===== src/rtl/alu_mdu.sv =====
// EX-stage ALU with iterative multiply/divide unit and architectural HI/LO registers.
// Optional feature macro: ALU_DIV_EN compiles in the DIV/DIVU datapath and divide-by-zero handling.
module alu_mdu #(
  parameter int unsigned WIDTH = 32,
  parameter int unsigned CNT_W = $clog2(WIDTH) + 1
) (
  input  logic             clk,
  input  logic             rst,
  input  logic [WIDTH-1:0] A,
  input  logic [WIDTH-1:0] B,
  input  logic [4:0]       ALUOp,
  input  logic             start,
  output logic [WIDTH-1:0] C,
  output logic             zero,
  output logic             overflow,
  output logic             busy,
  output logic             done,
  output logic [WIDTH-1:0] HI,
  output logic [WIDTH-1:0] LO
);

  localparam int unsigned W2   = 2 * WIDTH;
  localparam int unsigned WX   = WIDTH + 1;
  localparam int unsigned HALF = WIDTH / 2;

  localparam logic [4:0] OP_ADDU  = 5'b00001;
  localparam logic [4:0] OP_SUBU  = 5'b00010;
  localparam logic [4:0] OP_OR    = 5'b00011;
  localparam logic [4:0] OP_EQL   = 5'b00100;
  localparam logic [4:0] OP_LUI   = 5'b00101;
  localparam logic [4:0] OP_ADD   = 5'b00110;
  localparam logic [4:0] OP_SUB   = 5'b00111;
  localparam logic [4:0] OP_AND   = 5'b01000;
  localparam logic [4:0] OP_SLT   = 5'b01001;
  localparam logic [4:0] OP_SLTU  = 5'b01010;
  localparam logic [4:0] OP_MULT  = 5'b10000;
  localparam logic [4:0] OP_MULTU = 5'b10001;
  localparam logic [4:0] OP_DIV   = 5'b10010;
  localparam logic [4:0] OP_DIVU  = 5'b10011;
  localparam logic [4:0] OP_MFHI  = 5'b10100;
  localparam logic [4:0] OP_MFLO  = 5'b10101;

  typedef enum logic [2:0] {
    S_IDLE = 3'd0,
    S_MUL  = 3'd1,
    S_DIV  = 3'd2,
    S_FIX  = 3'd3,
    S_DONE = 3'd4
  } state_t;

  state_t           state_q, state_d;
  logic             busy_d, done_d;
  logic [W2-1:0]    acc_q;
  logic [WIDTH-1:0] opnd_q;
  logic             neg_lo_q;
  logic [CNT_W-1:0] cnt_q;

  logic             signed_op, a_neg, b_neg, mul_req, div_req;
  logic [WIDTH-1:0] mag_a, mag_b, sum, diff;
  logic [WX-1:0]    mul_sum;
  logic [W2-1:0]    mul_next, prod;
  logic [WIDTH-1:0] fix_hi, fix_lo;

`ifdef ALU_DIV_EN
  logic             op_div_q, div0_q, neg_hi_q;
  logic [WIDTH-1:0] a_raw_q;
  logic [WX-1:0]    div_diff;
  logic [W2-1:0]    div_next;
`endif

  assign sum  = A + B;
  assign diff = A - B;

  // Single-cycle result, flags and HI/LO moves
  always_comb begin
    C        = '0;
    overflow = 1'b0;
    case (ALUOp)
      OP_ADDU: C = sum;
      OP_SUBU: C = diff;
      OP_ADD: begin
        C        = sum;
        overflow = (A[WIDTH-1] == B[WIDTH-1]) && (sum[WIDTH-1] != A[WIDTH-1]);
      end
      OP_SUB: begin
        C        = diff;
        overflow = (A[WIDTH-1] != B[WIDTH-1]) && (diff[WIDTH-1] != A[WIDTH-1]);
      end
      OP_OR:   C = A | B;
      OP_AND:  C = A & B;
      OP_EQL:  C = WIDTH'(A == B);
      OP_LUI:  C = B << HALF;
      OP_SLT:  C = WIDTH'($signed(A) < $signed(B));
      OP_SLTU: C = WIDTH'(A < B);
      OP_MFHI: C = HI;
      OP_MFLO: C = LO;
      OP_MULT, OP_MULTU, OP_DIV, OP_DIVU: C = '0;
      default: C = '0;
    endcase
    zero = (ALUOp == OP_EQL) ? (A == B) : (C == '0);
  end

  // Operand conditioning: signed ops work on magnitudes, signs fixed up at the end
  assign signed_op = (ALUOp == OP_MULT) || (ALUOp == OP_DIV);
  assign a_neg     = signed_op & A[WIDTH-1];
  assign b_neg     = signed_op & B[WIDTH-1];
  assign mag_a     = a_neg ? -A : A;
  assign mag_b     = b_neg ? -B : B;
  assign mul_req   = start && ((ALUOp == OP_MULT) || (ALUOp == OP_MULTU));
`ifdef ALU_DIV_EN
  assign div_req   = start && ((ALUOp == OP_DIV) || (ALUOp == OP_DIVU));
`else
  assign div_req   = 1'b0;
`endif

  // Shift-add step: multiplier in the low half is consumed LSB first
  assign mul_sum  = {1'b0, acc_q[W2-1:WIDTH]} + (acc_q[0] ? {1'b0, opnd_q} : '0);
  assign mul_next = {mul_sum, acc_q[WIDTH-1:1]};

`ifdef ALU_DIV_EN
  // Restoring step: remainder in the high half, quotient bits shift in at the bottom
  assign div_diff = acc_q[W2-1:WIDTH-1] - {1'b0, opnd_q};
  assign div_next = div_diff[WIDTH] ? {acc_q[W2-2:0], 1'b0}
                                    : {div_diff[WIDTH-1:0], acc_q[WIDTH-2:0], 1'b1};
`endif

  always_comb begin
    prod   = neg_lo_q ? -acc_q : acc_q;
    fix_hi = prod[W2-1:WIDTH];
    fix_lo = prod[WIDTH-1:0];
`ifdef ALU_DIV_EN
    if (op_div_q) begin
      if (div0_q) begin
        fix_hi = a_raw_q;
        fix_lo = '1;
      end else begin
        fix_hi = neg_hi_q ? -acc_q[W2-1:WIDTH] : acc_q[W2-1:WIDTH];
        fix_lo = neg_lo_q ? -acc_q[WIDTH-1:0] : acc_q[WIDTH-1:0];
      end
    end
`endif
  end

  always_ff @(posedge clk or posedge rst) begin
    if (rst) state_q <= S_IDLE;
    else     state_q <= state_d;
  end

  always_comb begin
    state_d = state_q;
    busy_d  = 1'b0;
    done_d  = 1'b0;
    case (state_q)
      S_IDLE: begin
        if (mul_req)      state_d = S_MUL;
        else if (div_req) state_d = S_DIV;
      end
      S_MUL, S_DIV: if (cnt_q == CNT_W'(WIDTH - 1)) state_d = S_FIX;
      S_FIX:   state_d = S_DONE;
      S_DONE:  state_d = S_IDLE;
      default: state_d = S_IDLE;
    endcase
    busy_d = (state_d == S_MUL) || (state_d == S_DIV) || (state_d == S_FIX);
    done_d = (state_d == S_DONE);
  end

  always_ff @(posedge clk or posedge rst) begin
    if (rst) begin
      acc_q    <= '0;
      opnd_q   <= '0;
      neg_lo_q <= 1'b0;
      cnt_q    <= '0;
      HI       <= '0;
      LO       <= '0;
      busy     <= 1'b0;
      done     <= 1'b0;
`ifdef ALU_DIV_EN
      op_div_q <= 1'b0;
      div0_q   <= 1'b0;
      neg_hi_q <= 1'b0;
      a_raw_q  <= '0;
`endif
    end else begin
      busy <= busy_d;
      done <= done_d;
      case (state_q)
        S_IDLE: begin
          if (mul_req || div_req) begin
            acc_q    <= {{WIDTH{1'b0}}, mag_a};
            opnd_q   <= mag_b;
            neg_lo_q <= a_neg ^ b_neg;
            cnt_q    <= '0;
`ifdef ALU_DIV_EN
            op_div_q <= div_req;
            div0_q   <= (B == '0);
            neg_hi_q <= a_neg;
            a_raw_q  <= A;
`endif
          end
        end
        S_MUL: begin
          acc_q <= mul_next;
          cnt_q <= cnt_q + CNT_W'(1);
        end
`ifdef ALU_DIV_EN
        S_DIV: begin
          acc_q <= div_next;
          cnt_q <= cnt_q + CNT_W'(1);
        end
`endif
        S_FIX: begin
          HI <= fix_hi;
          LO <= fix_lo;
        end
        default: ;
      endcase
    end
  end

endmodule


===== config.mk =====
export PLATFORM = sky130hd
export DESIGN_NAME = alu_mdu
export DESIGN_NICKNAME = d
export VERILOG_FILES = /design/src/rtl/alu_mdu.sv
export SDC_FILE = /design/constraint.sdc
export NUM_CORES = 1
export LEC_CHECK = 0
export ABC_CLOCK_PERIOD_IN_PS = 17110
export CORE_MARGIN = 2
export CORE_UTILIZATION = 32
export DETAILED_ROUTE_END_ITERATION = 8
export PLACE_DENSITY = 0.56
export RECOVER_POWER = 100
export SYNTH_ARGS = -nofsm -noshare
export SYNTH_HDL_FRONTEND = slang
export SYNTH_SLANG_ARGS = --single-unit

===== constraint.sdc =====
create_clock -name clk -period 17.11 [get_ports clk]
set_input_delay 2.5665 -clock clk [delete_from_list [all_inputs] [get_ports clk]]
set_output_delay 2.5665 -clock clk [all_outputs]
set_load 0.05 [all_outputs]

Word-level counts from Yosys, hierarchy flattened. Cells that the tools add are included.

Logic and storage cells: 81. Input bits: 72. Output and inout bits: 100. Flip-flop bits (word level): 172.

Eq/ne operators: 29. Bitwise gates (word level): 5. Reductions and logical operators: 15. $lt $le $gt $ge: 2. $add $sub $neg: 7. Muxes and demuxes: 14.

Operators by type and width (number): case mux 32 bit (10 select lines) (1); two-way mux 64 bit (2); case mux 64 bit (2 select lines) (1); two-way mux 32 bit (3); less-than comparator 32 bit (2); negation 32 bit (2); negation 64 bit (1); adder 32 x 32 -> 33 bit (1); adder 32 bit (1); bitwise AND 32 bit (1); equality test 32 bit (1); logical NOT 32 bit (1); OR 32 bit (1); subtractor 32 bit (1); equality test 5 bit (second input constant) (5); equality test 5 x 3 -> 1 bit (second input constant) (4); equality test 5 x 4 -> 1 bit (second input constant) (3); equality test 3 x 2 -> 1 bit (second input constant) (4); case mux 6 bit (2 select lines) (1); equality test 5 x 2 -> 1 bit (second input constant) (2); case mux 3 bit (3 select lines) (1); adder 6 x 1 -> 6 bit (second input constant) (1); equality test 3 x 1 -> 1 bit (second input constant) (2); equality test 6 x 5 -> 1 bit (second input constant) (1); other kinds (17) (29).

Logic depth before layout (Yosys ltp). Gate-level depths: netlist of the first run.

Depth in word-level cells: 8. Gate-level depth with buffers: 16.

Worst setup path before layout of the first run. OpenSTA, ideal clock, no wires.

Path kind: input port to output port. Start: input port B[4]. End: output port zero. Path slack: 7.894 ns. Path buffers: 1. Stages on the path: 15. Data arrival time: 6.650 ns. Data required time: 14.543 ns. Cells stage by stage: inv_1 -> ha_1 -> clkbuf_1 -> nand2b_1 -> a311oi_1 -> a211oi_1 -> o2111a_1 -> o21ai_0 -> o22ai_1 -> mux2i_1 -> o21ai_0 -> or4b_2 -> nor4_1 -> nand2_1 -> nand2b_1.

Word-level cells in the longest chain between the ends: 4. Elaborated cells on any way between the ends: 10. Those cells by class: add/sub (2); order compare (2); eq/ne (1); mux (2); bitwise (2); reduce/logical (1).

Ends and longest elaborated chain: from (decl) (RTL line 10) `input logic [WIDTH-1:0] B,`; subtractor 32 bit / adder 32 bit (equally long branches) (RTL line 72, 71); case mux 32 bit (10 select lines) (*) (RTL line 78) `case (ALUOp)`; via C[27] (RTL line 13) `output logic [WIDTH-1:0] C,`; logical NOT 32 bit (*) (RTL line 100) `zero = (ALUOp == OP_EQL) ? (A == B) : (C == '0);`; two-way mux 1 bit (*) (RTL line 100); to (decl) (RTL line 14) `output logic zero,`.

The timed path passes the listed nets; every way through them passes the cells marked *.

Worst setup path in the final report of the first run.
Start: input port B[1]. End: output port zero.

Word-level cells in the longest chain between the ends: 4. Elaborated cells on any way between the ends: 10. Those cells by class: add/sub (2); order compare (2); eq/ne (1); mux (2); bitwise (2); reduce/logical (1).

Ends and longest elaborated chain: subtractor 32 bit, or another cell as far along (RTL line 72) `assign diff = A - B;`; case mux 32 bit (10 select lines) (RTL line 78); logical NOT 32 bit (RTL line 100); two-way mux 1 bit (*) (RTL line 100).

Every way passes the cells marked *; elsewhere a longest branch is shown, timed or not.

==> PnR_summary.wiki, run 1 <==
{| class="wikitable"
! Metric !! Value
|-
| Vias per cell || 5.833
|-
| Worst hold-check path type || flop to flop
|-
| Relative slew slack || -1.995
|-
| Part of the Yosys area used for sequential elements || 0.2608
|-
| Maximum net fanout on the critical path || 7
|-
| Register-to-register setup slack || roughly 12 ns
|-
| Kind of capture point of the worst setup path || primary output
|-
| Fraction of synthesis flops using an asynchronous set or reset pin || 1.000
|-
| All-layer global routing usage || 0.2585
|-
| Count of buffers from port buffering || 171
|-
| Most frequent cells in the layout || o21ai_0, nand2_1, dfrtp_1
|-
| Finish-stage setup viols || 0
|-
| Count of flip-flops with a built-in enable after synthesis || 0
|-
| Worst flop-to-flop path endpoint || busy
|-
| # Max-Cap Violations || 6
|-
| Initial core utilization || 0.3223
|-
| Final critical delay including setup and external delays || 11.20 ns
|-
| CTS max path bufs || 2
|-
| Initial antenna violation count || 0
|-
| Initial drt markers || 1653
|-
| Run status || finished with violations
|-
| Most common cell after layout, fill and taps aside || o21ai_0
|-
| Launch point of the worst reg-to-reg path || state_q[2]
|-
| CP Class || primary input to primary output
|-
| Post-synthesis net count || 2304
|-
| Ys flop type || dfrtp_1
|-
| Violated checks || capacitance limit, slew limit
|-
| Global-route layer with the greatest usage || met2
|-
| Final setup TNS || 0 ns
|-
| WL per Instance || 24.43 um
|-
| TritonCTS clock tree || done
|-
| Transition time at the pin with the least slew margin || 4.467 ns
|-
| Synthesized area per cell || 7.869 um2
|-
| Total Nets Final || 2395
|-
| Via count of the first global-routing pass || 15951
|-
| Data arrival time at the worst-slack endpoint || roughly 8.6 ns
|-
| Launching element type of the critical path || primary input
|-
| Met1 track utilization from global routing || 0.3620
|-
| Setup repair after global routing missed its margin || no
|-
| Combined area of all synthesized cells || 0.01650 mm2
|-
| Level count of the clock H-tree || 4
|-
| Clk sinks || about 170
|-
| Remaining routing DRC violations || 0
|-
| Routability congestion estimate || a little over 1
|-
| Post-route ant nets || 0
|-
| Number of setup buffers added after CTS || 0
|-
| Yosys reg bits || 172
|-
| Highest clock rate || 89.28 MHz
|-
| Netlist cell types || 85
|-
| TritonCTS buffer count || 17
|-
| M2 GR Usage || 0.4033
|-
| Final non-filler cell total || 2882
|-
| Remaining Overflow, GRT || 0
|-
| Fraction of layout cells with a size suffix above 1 || 0.04407
|-
| GR Util met3 || 0.03100
|-
| Horizontal die dimension || between 200 and 250 um
|-
| Standard-cell row count || 83
|-
| Worst VDD drop || 0.00006620 V
|-
| Number of top-level pins || approximately 170
|-
| Layout overhead on the synthesized area || 17.33%
|-
| Total of hold buffers inserted after clock tree synthesis || 0
|-
| Power per standard cell area || ~90 mW/mm2
|-
| Total die area || approximately 0.053 mm2
|-
| Worst Hold Endpoint || opnd_q[4]
|-
| Cell depth of the worst min-delay path || 2
|-
| Static Leakage || 8.363 nW
|-
| Clock network latency to the later pin of the worst-skew pair || about 0.45 ns
|-
| Filler cell count || ~5300
|-
| Required time of the critical path || roughly 15 ns
|-
| Count of cells resized by post-cts repair || 0
|-
| Number of standard cells after synthesis || 2097
|-
| Vias post-DR || 16811
|-
| Start point of the worst min-delay path || opnd_q[4]
|-
| Height of the die || 231.1 um
|-
| Core area || roughly 0.051 mm2
|-
| Clock Pin Slew Worst Setup and Hold Paths || 0.06 ns
|-
| First-pass GRT wire length || 104400 um
|-
| Placed Cells incl. Taps || 2849
|-
| Final setup skew || 0.008345 ns
|-
| Warnings from Yosys || 0
|-
| DPL Wire Length || 55200 um
|-
| Part of the cycle the worst path needs || 0.6546
|-
| Max-slew violation count || 451
|-
| Number of endpoints with negative hold slack in the final report || 0
|-
| Total wire length || 70410 um
|-
| Depth of the worst register-to-register path || 6
|-
| Clock root buffer || clkbuf_16
|-
| Pre-antenna DRT Iters || 5
|-
| Largest net degree at the start of global routing || 98
|}
## through the flow
| stage | area [um2] | hold WS (ns) | util | setup slack, ns | total power [mW] |
|---|---|---|---|---|---|
| final | 19360 | 0.4815 | 0.3781 | 5.910 | 1.728 |
| after global routing | 19360 | 0.5175 | 0.3781 | 5.578 | 1.836 |
| after CTS | 19400 | 0.4853 | 0.3790 | 6.022 | 1.734 |
| after detailed placement | 18790 | 0.4663 | 0.3670 | 6.035 | 1.321 |
| after global placement | 18790 | 0.4512 | 0.3670 | 6.039 | 1.314 |
| after floorplan | 16500 | 0.4311 | - | 7.894 | 1.090 |
## sequential cells by signal (all words and copies together), names as in the netlist
name,flops
acc_q,64
HI,32
LO,32
opnd_q,32
cnt_q,6
state_q,3
busy,1
done,1
neg_lo_q,1
## final cells by class
type,instances,area [um2],share of cell area
antenna,1,2.502,0.0001293
sequential,172,4305,0.2224
clock buffer,23,478.0,0.02469
timing repair buffer,190,1836,0.09481
inverter,112,421.7,0.02178
tap,680,850.8,0.04395
multi-input combinational,1695,11330,0.5853
clock inverter,9,133.9,0.006915
## synthesized netlist by cell type, types with 7 or more instances
library cell	number	area share
o21ai_0	258	0.078
nand2_1	235	0.053
dfrtp_1	172	0.26
ha_1	132	0.10
a21oi_1	113	0.034
inv_1	112	0.025
clkbuf_1	109	0.025
nor2_1	102	0.023
xnor2_1	81	0.043
xor2_1	77	0.041
nand3_1	49	0.015
and2_1	43	0.016
nor3_1	42	0.013
o31ai_1	42	0.019
a22oi_1	40	0.018
a21o_1	37	0.017
nand2b_1	24	0.0091
a211oi_1	22	0.010
nor4_1	22	0.0083
or2_2	19	0.0072
a31oi_1	17	0.0064
o211ai_1	17	0.0077
or4_1	17	0.0077
a221oi_1	16	0.0085
and3_1	15	0.0057
nand4_1	15	0.0057
or3_1	15	0.0057
a211o_1	14	0.0074
nor2b_1	14	0.0053
o21bai_1	13	0.0059
o41ai_1	13	0.0069
o221ai_1	12	0.0064
a221o_1	11	0.0067
mux2i_1	10	0.0061
a21boi_0	9	0.0041
o21a_1	9	0.0041
buf_1	8	0.0018
o211a_1	8	0.0049
o22ai_1	8	0.0030
a2111oi_0	7	0.0037
## metal layers
layer | part of all wire | wire (um)
met1 | 0.46 | 32460
met2 | 0.45 | 31480
met5 | 0 | 0
met4 | 0.040 | 2808
met3 | 0.052 | 3660
## kinds of logic after synthesis
family                   count (synthesis)  share of synthesized area
multiplexers                            11                   0.006749
adder cells (fa/ha/maj)                135                     0.1037
AO/OA/AOI/OAI                          738                     0.2922
AND/OR/NAND/NOR                        653                     0.2000
XOR/XNOR                               158                    0.08386
buffers and inverters                  230                    0.05255
flip-flops                             172                     0.2608
## report_power, final
group | internal [mW] | switching, mW | total [mW]
Sequential | 0.488 | 0.126 | 0.614
Clock | 0.241 | 0.165 | 0.406
Combinational | 0.275 | 0.433 | 0.707
## worst max-delay path, stage by stage
cell	delay (ns)
clkdlybuf4s50_1	0.69
inv_1	0.17
ha_1	0.37
nor2_1	0.08
o311ai_0	0.70
a211oi_1	0.30
o2111a_1	0.43
o21ai_0	0.58
o22ai_1	0.24
mux2i_1	0.19
o21ai_0	0.11
or4b_2	0.70
nor4_1	0.42
nand2_1	0.12
nand2b_1	0.10
dlygate4sd3_1	0.87
## worst max-delay path by stage
stage | slack, ns | endpoint | cells past startpoint | from
finish | 5.91 | zero | 16 | B[1]
detailed placement | 6.04 | zero | 16 | B[1]
floorplan | 7.89 | zero | 15 | B[4]
global placement | 6.04 | zero | 17 | A[0]
global route | 5.58 | zero | 16 | B[1]
CTS | 6.02 | zero | 16 | B[1]
No activity file was read; power rests on OpenSTA's default activity.
==> run 2: changes to the inputs <==
- ABC_CLOCK_PERIOD_IN_PS: 17110 -> 11400
- clock period: 17.11 -> 11.4 ns (I/O delays scaled with it)
==> run 2 against run 1 <==
Compared with the run above: the flow still finishes with violations (capacitance limit, slew limit); non-clock buffer count rose by 3; core utilization decreased by 0.061 points; final cell count hardly changed; sequential share of layout area about the same; count of clock-buffer cells in the layout unchanged; via count decreased by 0.57%; largest power group unchanged; die area unchanged; clock power rose by 44%; global-route usage is 0.34 points lower; critical endpoint unchanged; register-to-register slack lost 5.7 ns.
==> PnR_summary.wiki, run 2 (synthesis results as in run 1) <==
{| class="wikitable"
! Metric !! Value
|-
| Run status || finished with violations
|-
| Violated checks || capacitance limit, slew limit
|-
| Static Leakage || 8.352 nW (-0.13%)
|-
| Dpl ws || 1.939 ns (-4.096 ns)
|-
| TritonCTS clock tree || done
|-
| Remaining routing DRC violations || 0 (unchanged)
|-
| Capturing element of the worst setup path || zero
|-
| Layout overhead on the synthesized area || 17.14%
|-
| Highest clock rate || 104.8 MHz
|-
| Sequential cell area in the final layout || 0.004305 mm2 (unchanged)
|-
| Launch point of the worst reg-to-reg path || acc_q[0]
|-
| Filler cell count || 5323 (+0.32%)
|-
| Count of buffers from port buffering || 171 (unchanged)
|-
| Clock root buffer || clkbuf_16
|-
| Most frequent cells in the layout || o21ai_0, nand2_1, dfrtp_1
|-
| Count of cells resized by post-cts repair || 0 (unchanged)
|-
| Via count of the first global-routing pass || 16074 (+0.77%)
|-
| Worst VDD drop || 0.0001165 V (+76%)
|-
| Fraction of layout cells with a size suffix above 1 || 0.04269 (-0.001382)
|-
| Number of endpoints with negative hold slack in the final report || 0 (unchanged)
|-
| First-pass GRT wire length || 103100 um (-1.2%)
|-
| Total of hold buffers inserted after clock tree synthesis || 0 (unchanged)
|-
| Cells traversed along the worst timing path || clkdlybuf4s50_1, inv_1, ha_1, nor2_1, o311ai_0, a211oi_1, o2111a_1, o21ai_0, o22ai_1, mux2i_1, o21ai_0, or4b_2, nor4_1, nand2_1, nand2b_1, dlygate4sd3_1
|-
| Tightest hold margin || 0.4686 ns (-0.01289 ns)
|-
| Horizontal die dimension || 231.1 um (unchanged)
|-
| Register-to-register setup slack || 6.00 ns (-5.65 ns)
|-
| Vias post-DR || 16715 (-0.57%)
|-
| Buffer and inverter count on the worst path || 3 (unchanged)
|-
| Vias per cell || 5.798 (-0.61%)
|-
| Most common cell after layout, fill and taps aside || o21ai_0
|-
| Power per standard cell area || 132.7 mW/mm2 (+49%)
|-
| Clk sinks || 172 (unchanged)
|-
| CP max-delay cell || dlygate4sd3_1
|-
| Routability congestion estimate || 0.9791 (-3.4%)
|-
| Setup repair after global routing missed its margin || no
|-
| Maximum net fanout on the critical path || 7 (unchanged)
|-
| Total wire length || 69270 um (-1.6%)
|-
| # Max-Cap Violations || 6 (unchanged)
|-
| Initial core utilization || 0.3223 (unchanged)
|-
| Core area || 0.05120 mm2 (unchanged)
|-
| Required time of the critical path || 9.69 ns (-4.85 ns)
|-
| Clock Pin Slew Worst Setup and Hold Paths || 0.05 ns (about the same)
|-
| Level count of the clock H-tree || 4 (unchanged)
|-
| Final setup margin || 1.854 ns (-4.055 ns)
|-
| Worst hold-check path type || flop to flop
|-
| Depth of the worst register-to-register path || 11 (+5)
|-
| Initial drt markers || 1553 (-6.0%)
|-
| Number of setup buffers added after CTS || 0 (unchanged)
|-
| TritonCTS buffer count || 17 (unchanged)
|-
| Initial antenna violation count || 1 (+1)
|-
| Total die area || 0.05340 mm2 (unchanged)
|-
| Remaining Overflow, GRT || 0 (unchanged)
|-
| Data arrival time at the worst-slack endpoint || 7.84 ns (-0.79 ns)
|-
| Number of top-level pins || 172 (unchanged)
|-
| Area of combinational cells with multiple inputs || 0.01133 mm2 (unchanged)
|-
| Total Nets Final || 2398 (+0.13%)
|-
| Final critical delay including setup and external delays || roughly 9.5 ns
|-
| All-layer global routing usage || 0.2551 (-0.003375)
|-
| Final setup skew || 0.01286 ns (+0.004516 ns)
|-
| Register bank with the most flops || acc_q
|-
| Final non-filler cell total || 2883 (+0.035%)
|-
| Placed Cells incl. Taps || 2852 (+0.11%)
|-
| Worst flop-to-flop path endpoint || HI[31]
|-
| DPL Wire Length || 54880 um (-0.57%)
|-
| Clock network latency to the later pin of the worst-skew pair || 0.44 ns (about the same)
|-
| Start point of the critical path || B[1]
|-
| Largest net degree at the start of global routing || 112 (+14%)
|-
| Largest register FFs || 64 (unchanged)
|-
| Standard-cell row count || 83 (unchanged)
|-
| Post-route ant nets || 0 (unchanged)
|-
| Kind of capture point of the worst setup path || primary output
|-
| Height of the die || 231.1 um (unchanged)
|-
| Power Total || 2.564 mW (+48%)
|-
| Placed standard-cell area || 0.01881 mm2 (+0.12%)
|-
| Part of the cycle the worst path needs || 0.8374
|-
| Peak per-stage delay on the critical path || 0.87 ns (about the same)
|-
| Relative slew slack || -1.808 (+0.1863)
|-
| Post-route cell area || 0.01933 mm2 (-0.16%)
|-
| Finish-stage setup viols || 0 (unchanged)
|-
| Stages on worst setup path || 16 (unchanged)
|-
| Most frequent cell on the critical path || o21ai_0
|-
| Post-layout util || 0.3775 (-0.0006110)
|-
| Crit path max-delay family || compound AO/OA/AOI/OAI gates
|-
| CTS max path bufs || 2 (unchanged)
|-
| Pre-antenna DRT Iters || 6 (+1)
|-
| Launching element type of the critical path || primary input
|-
| Transition time at the pin with the least slew margin || 4.212 ns (-0.2549 ns)
|-
| Final setup TNS || 0 ns (unchanged)
|-
| CP Class || primary input to primary output
|-
| WL per Instance || 24.03 um (-1.6%)
|-
| Max-slew violation count || 405 (-10%)
|}
[run 2: cell count changes in the layout (fill, tap and decap cells not counted), sizes merged]
cell	delta
clkbuf	+2
clkinvlp	-4
inv	-1
buf	+1
clkinv	+3
[run 2: layout make-up]
type / instances / area share
Multi-Input combinational cell: 1695 / 0.5863
Sequential cell: 172 / 0.2227
Timing Repair Buffer: 193 / 0.09574
Tap cell: 680 / 0.04402
Clock buffer: 23 / 0.02317
Inverter: 112 / 0.02182
Clock inverter: 7 / 0.006085
Antenna cell: 1 / 0.0001295
[run 2: report_power, final]
group	internal, mW	switching [mW]	total (mW)
Clock	0.342	0.241	0.583
Sequential	0.732	0.192	0.925
Combinational	0.413	0.644	1.06
[run 2: worst min-delay path by stage]
stage,end,depth (start not counted),from,slack [ns]
CTS,opnd_q[31],2,opnd_q[31],0.48
detailed placement,opnd_q[31],2,opnd_q[31],0.46
floorplan,opnd_q[31],2,opnd_q[31],0.43
global route,opnd_q[5],2,opnd_q[5],0.50
finish,opnd_q[31],2,opnd_q[31],0.47
global placement,opnd_q[31],2,opnd_q[31],0.45
[run 2: metal layers]
| layer | routed length, um | track usage |
|---|---|---|
| met3 | 4008 | 0.03076 |
| met4 | 2912 | 0.1063 |
| met5 | 13 | 0 |
| met1 | 31500 | 0.3573 |
| met2 | 30840 | 0.3964 |
[run 2: worst reg2reg max path, delay by kind of cell, from the launching register on]
kind             cells  cell delay [ns]
AND/OR/NAND/NOR      8             3.71
flip-flops           1             0.73
AO/OA/AOI/OAI        2             0.45
XOR/XNOR             1             0.23
==> run 3: changes to the inputs <==
- ABC_CLOCK_PERIOD_IN_PS: 11400 -> 9730
- clock period: 11.4 -> 9.73 ns (I/O delays scaled with it)
==> run 3 against run 2 <==
Compared with the run above: the flow still finishes with violations (capacitance limit, slew limit); clock power grew 14%; largest power group unchanged; power grew 17%; routed wire length increased by 2.3%; design area increased by 0.42%; critical path type unchanged; non-clock buffer count increased by 13; via count up 1.4%; sequential cell count is the same; critical endpoint unchanged; register-to-register slack worse by 1.8 ns; final cell count increased by 0.45%.
==> PnR_summary.wiki, run 3 (synthesis results as in run 1) <==
{| class="wikitable"
! Metric !! Value
|-
| WL per Instance || 24.47 um (+1.8%)
|-
| Cells traversed along the worst timing path || dlygate4sd3_1, nor3b_1, and2_0, a222oi_1, o211ai_1, a2111oi_0, o311ai_0, a21o_1, nand4bb_1, or4_1, nor4_1, nand2_1, nand2b_1, dlygate4sd3_1
|-
| Start point of the worst min-delay path || opnd_q[31]
|-
| Static Leakage || 8.413 nW (+0.74%)
|-
| Kind of capture point of the worst setup path || primary output
|-
| All-layer global routing usage || 0.2596 (+0.004527)
|-
| Depth of the worst register-to-register path || 11 (unchanged)
|-
| First-pass GRT wire length || 104600 um (+1.4%)
|-
| Worst Hold Endpoint || opnd_q[31]
|-
| Routability congestion estimate || 0.9504 (-2.9%)
|-
| Power per standard cell area || 154.3 mW/mm2 (+16%)
|-
| TritonCTS buffer count || 17 (unchanged)
|-
| Fraction of layout cells with a size suffix above 1 || 0.04874 (+0.006048)
|-
| Clk sinks || 172 (unchanged)
|-
| Standard-cell row count || 83 (unchanged)
|-
| Global-route layer with the greatest usage || met2
|-
| Total die area || 0.05340 mm2 (unchanged)
|-
| Vias post-DR || 16947 (+1.4%)
|-
| Launch point of the worst reg-to-reg path || acc_q[0]
|-
| Final setup skew || 0.01648 ns (+0.003620 ns)
|-
| Buffer and inverter count on the worst path || 2 (-1)
|-
| Finish-stage setup viols || 0 (unchanged)
|-
| Placed standard-cell area || 0.01893 mm2 (+0.62%)
|-
| Post-route ant nets || 0 (unchanged)
|-
| TritonCTS clock tree || done
|-
| Initial drt markers || 1819 (+17%)
|-
| Worst flop-to-flop path endpoint || HI[31]
|-
| Maximum net fanout on the critical path || 12 (+5)
|-
| Clock root buffer || clkbuf_16
|-
| Worst VDD drop || 0.0001353 V (+16%)
|-
| Remaining Overflow, GRT || 0 (unchanged)
|-
| Via count of the first global-routing pass || 15874 (-1.2%)
|-
| Number of endpoints with negative hold slack in the final report || 0 (unchanged)
|-
| Most frequent cell on the critical path || dlygate4sd3_1
|-
| Register bank with the most flops || acc_q
|-
| Peak per-stage delay on the critical path || 0.97 ns (+0.10 ns)
|-
| Layout overhead on the synthesized area || 17.63%
|-
| Most frequent cells in the layout || o21ai_0, nand2_1, dfrtp_1
|-
| Total wire length || 70850 um (+2.3%)
|-
| Number of setup buffers added after CTS || 0 (unchanged)
|-
| Worst hold-check path type || flop to flop
|-
| GR Util met3 || 0.02325 (-0.007505)
|-
| Post-route cell area || 0.01941 mm2 (+0.42%)
|-
| Clock Pin Slew Worst Setup and Hold Paths || 0.06 ns (about the same)
|-
| CP max-delay cell || dlygate4sd3_1
|-
| Data arrival time at the worst-slack endpoint || 7.68 ns (-0.16 ns)
|-
| Initial antenna violation count || 4 (+3)
|-
| Remaining routing DRC violations || 0 (unchanged)
|-
| Final critical delay including setup and external delays || 9.135 ns
|-
| CP Class || primary input to primary output
|-
| Count of cells resized by post-cts repair || 0 (unchanged)
|-
| Crit path max-delay family || simple AND/OR/NAND/NOR gates
|-
| Height of the die || 231.1 um (unchanged)
|-
| Total of hold buffers inserted after clock tree synthesis || 0 (unchanged)
|-
| Part of the cycle the worst path needs || 0.9388
|-
| Required time of the critical path || 8.27 ns (-1.42 ns)
|-
| # Max-Cap Violations || 9 (+3)
|-
| M2 GR Usage || 0.4079 (+0.01154)
|-
| Highest clock rate || 109.5 MHz
|-
| DPL Wire Length || 56530 um (+3.0%)
|-
| Largest net degree at the start of global routing || 85 (-24%)
|-
| Violated checks || capacitance limit, slew limit
|-
| Level count of the clock H-tree || 4 (unchanged)
|-
| Largest register FFs || 64 (unchanged)
|-
| Max-slew violation count || 448 (+11%)
|-
| Clock network latency to the later pin of the worst-skew pair || 0.44 ns (about the same)
|-
| Core area || 0.05120 mm2 (unchanged)
|-
| Horizontal die dimension || 231.1 um (unchanged)
|-
| Filler cell count || 5242 (-1.5%)
|-
| Launching element type of the critical path || primary input
|-
| Run status || finished with violations
|-
| Met1 track utilization from global routing || 0.3690 (+0.01167)
|-
| Final setup TNS || 0 ns (unchanged)
|-
| Relative slew slack || -1.523 (+0.2854)
|-
| CTS max path bufs || 2 (unchanged)
|-
| Cell depth of the worst min-delay path || 2 (unchanged)
|-
| Setup repair after global routing missed its margin || no
|-
| Vias per cell || 5.852 (+0.93%)
|-
| Most common cell after layout, fill and taps aside || o21ai_0
|-
| Pre-antenna DRT Iters || 8 (+2)
|-
| Initial core utilization || 0.3223 (unchanged)
|-
| Transition time at the pin with the least slew margin || 3.784 ns (-0.4282 ns)
|-
| Diode insertion count for antenna repair || 0 (-1)
|-
| Count of buffers from port buffering || 171 (unchanged)
|-
| Number of top-level pins || 172 (unchanged)
|-
| Total Nets Final || 2411 (+0.54%)
|-
| Register-to-register setup slack || 4.25 ns (-1.75 ns)
|}
run 3: cell count changes in the layout (fill, tap and decap cells not counted), sizes merged:
cell           before  now
buf                15   29
clkbuf             30   25
diode               1    0
inv               111  113
clkinvlp            1    3
dlygate4sd3       102  100
clkdlybuf4s50      69   71
bufinv              3    1
clkinv              4    7
run 3: layout make-up:
cell class,count,area [um2],area share
clock buffer,19,452.9,0.02334
clock inverter,12,115.1,0.005930
inverter,112,421.7,0.02172
multi-input combinational,1695,11300,0.5822
sequential,172,4305,0.2218
tap,680,850.8,0.04383
timing repair buffer,206,1964,0.1012
run 3: worst register-to-register path, cell delays in order, from the launching register on:
cell	delay, ns
dfrtp_1	0.76
or3_1	0.63
nor4_1	0.78
nand4b_2	0.41
nand2b_1	0.36
or4_1	0.59
nand2b_1	0.27
or4_1	0.60
nand2b_4	0.23
o31ai_1	0.31
xor2_1	0.21
o21ai_0	0.09
run 3: how the worst max path moves through the flow:
stage                   from    to  slack [ns]  cells past startpoint
floorplan               B[4]  zero        2.73                     15
global placement        A[0]  zero        0.90                     17
detailed placement      B[1]  zero        0.82                     16
CTS                     B[1]  zero        0.81                     16
global route        ALUOp[4]  zero        0.33                     14
finish              ALUOp[4]  zero        0.60                     14
run 3: routing by layer:
layer / share of wire / wire (um)
met4: 0.034 / 2385
met3: 0.050 / 3533
met5: 0.00017 / 12
met2: 0.45 / 32170
met1: 0.46 / 32750
run 3: metrics by stage:
stage / util / setup slack, ns / cells / hold WS [ns] / power (mW)
2_1_floorplan: - / 2.728 / 2097 / 0.4311 / 1.917
3_3_place_gp: 0.3698 / 0.9022 / 2865 / 0.4506 / 2.320
3_5_place_dp: 0.3698 / 0.8178 / 2865 / 0.4573 / 2.332
4_1_cts: 0.3809 / 0.8140 / 2896 / 0.4758 / 3.009
5_1_grt: 0.3791 / 0.3292 / 2896 / 0.5074 / 3.188
6_report: 0.3791 / 0.5951 / 2896 / 0.4711 / 2.994
run 3: power breakdown:
| part | switching, mW | total (mW) | internal, mW |
|---|---|---|---|
| registers | 0.223 | 1.08 | 0.858 |
| clock network | 0.300 | 0.667 | 0.367 |
| logic | 0.759 | 1.25 | 0.487 |
| total | 1.28 | 2.99 | 1.71 |
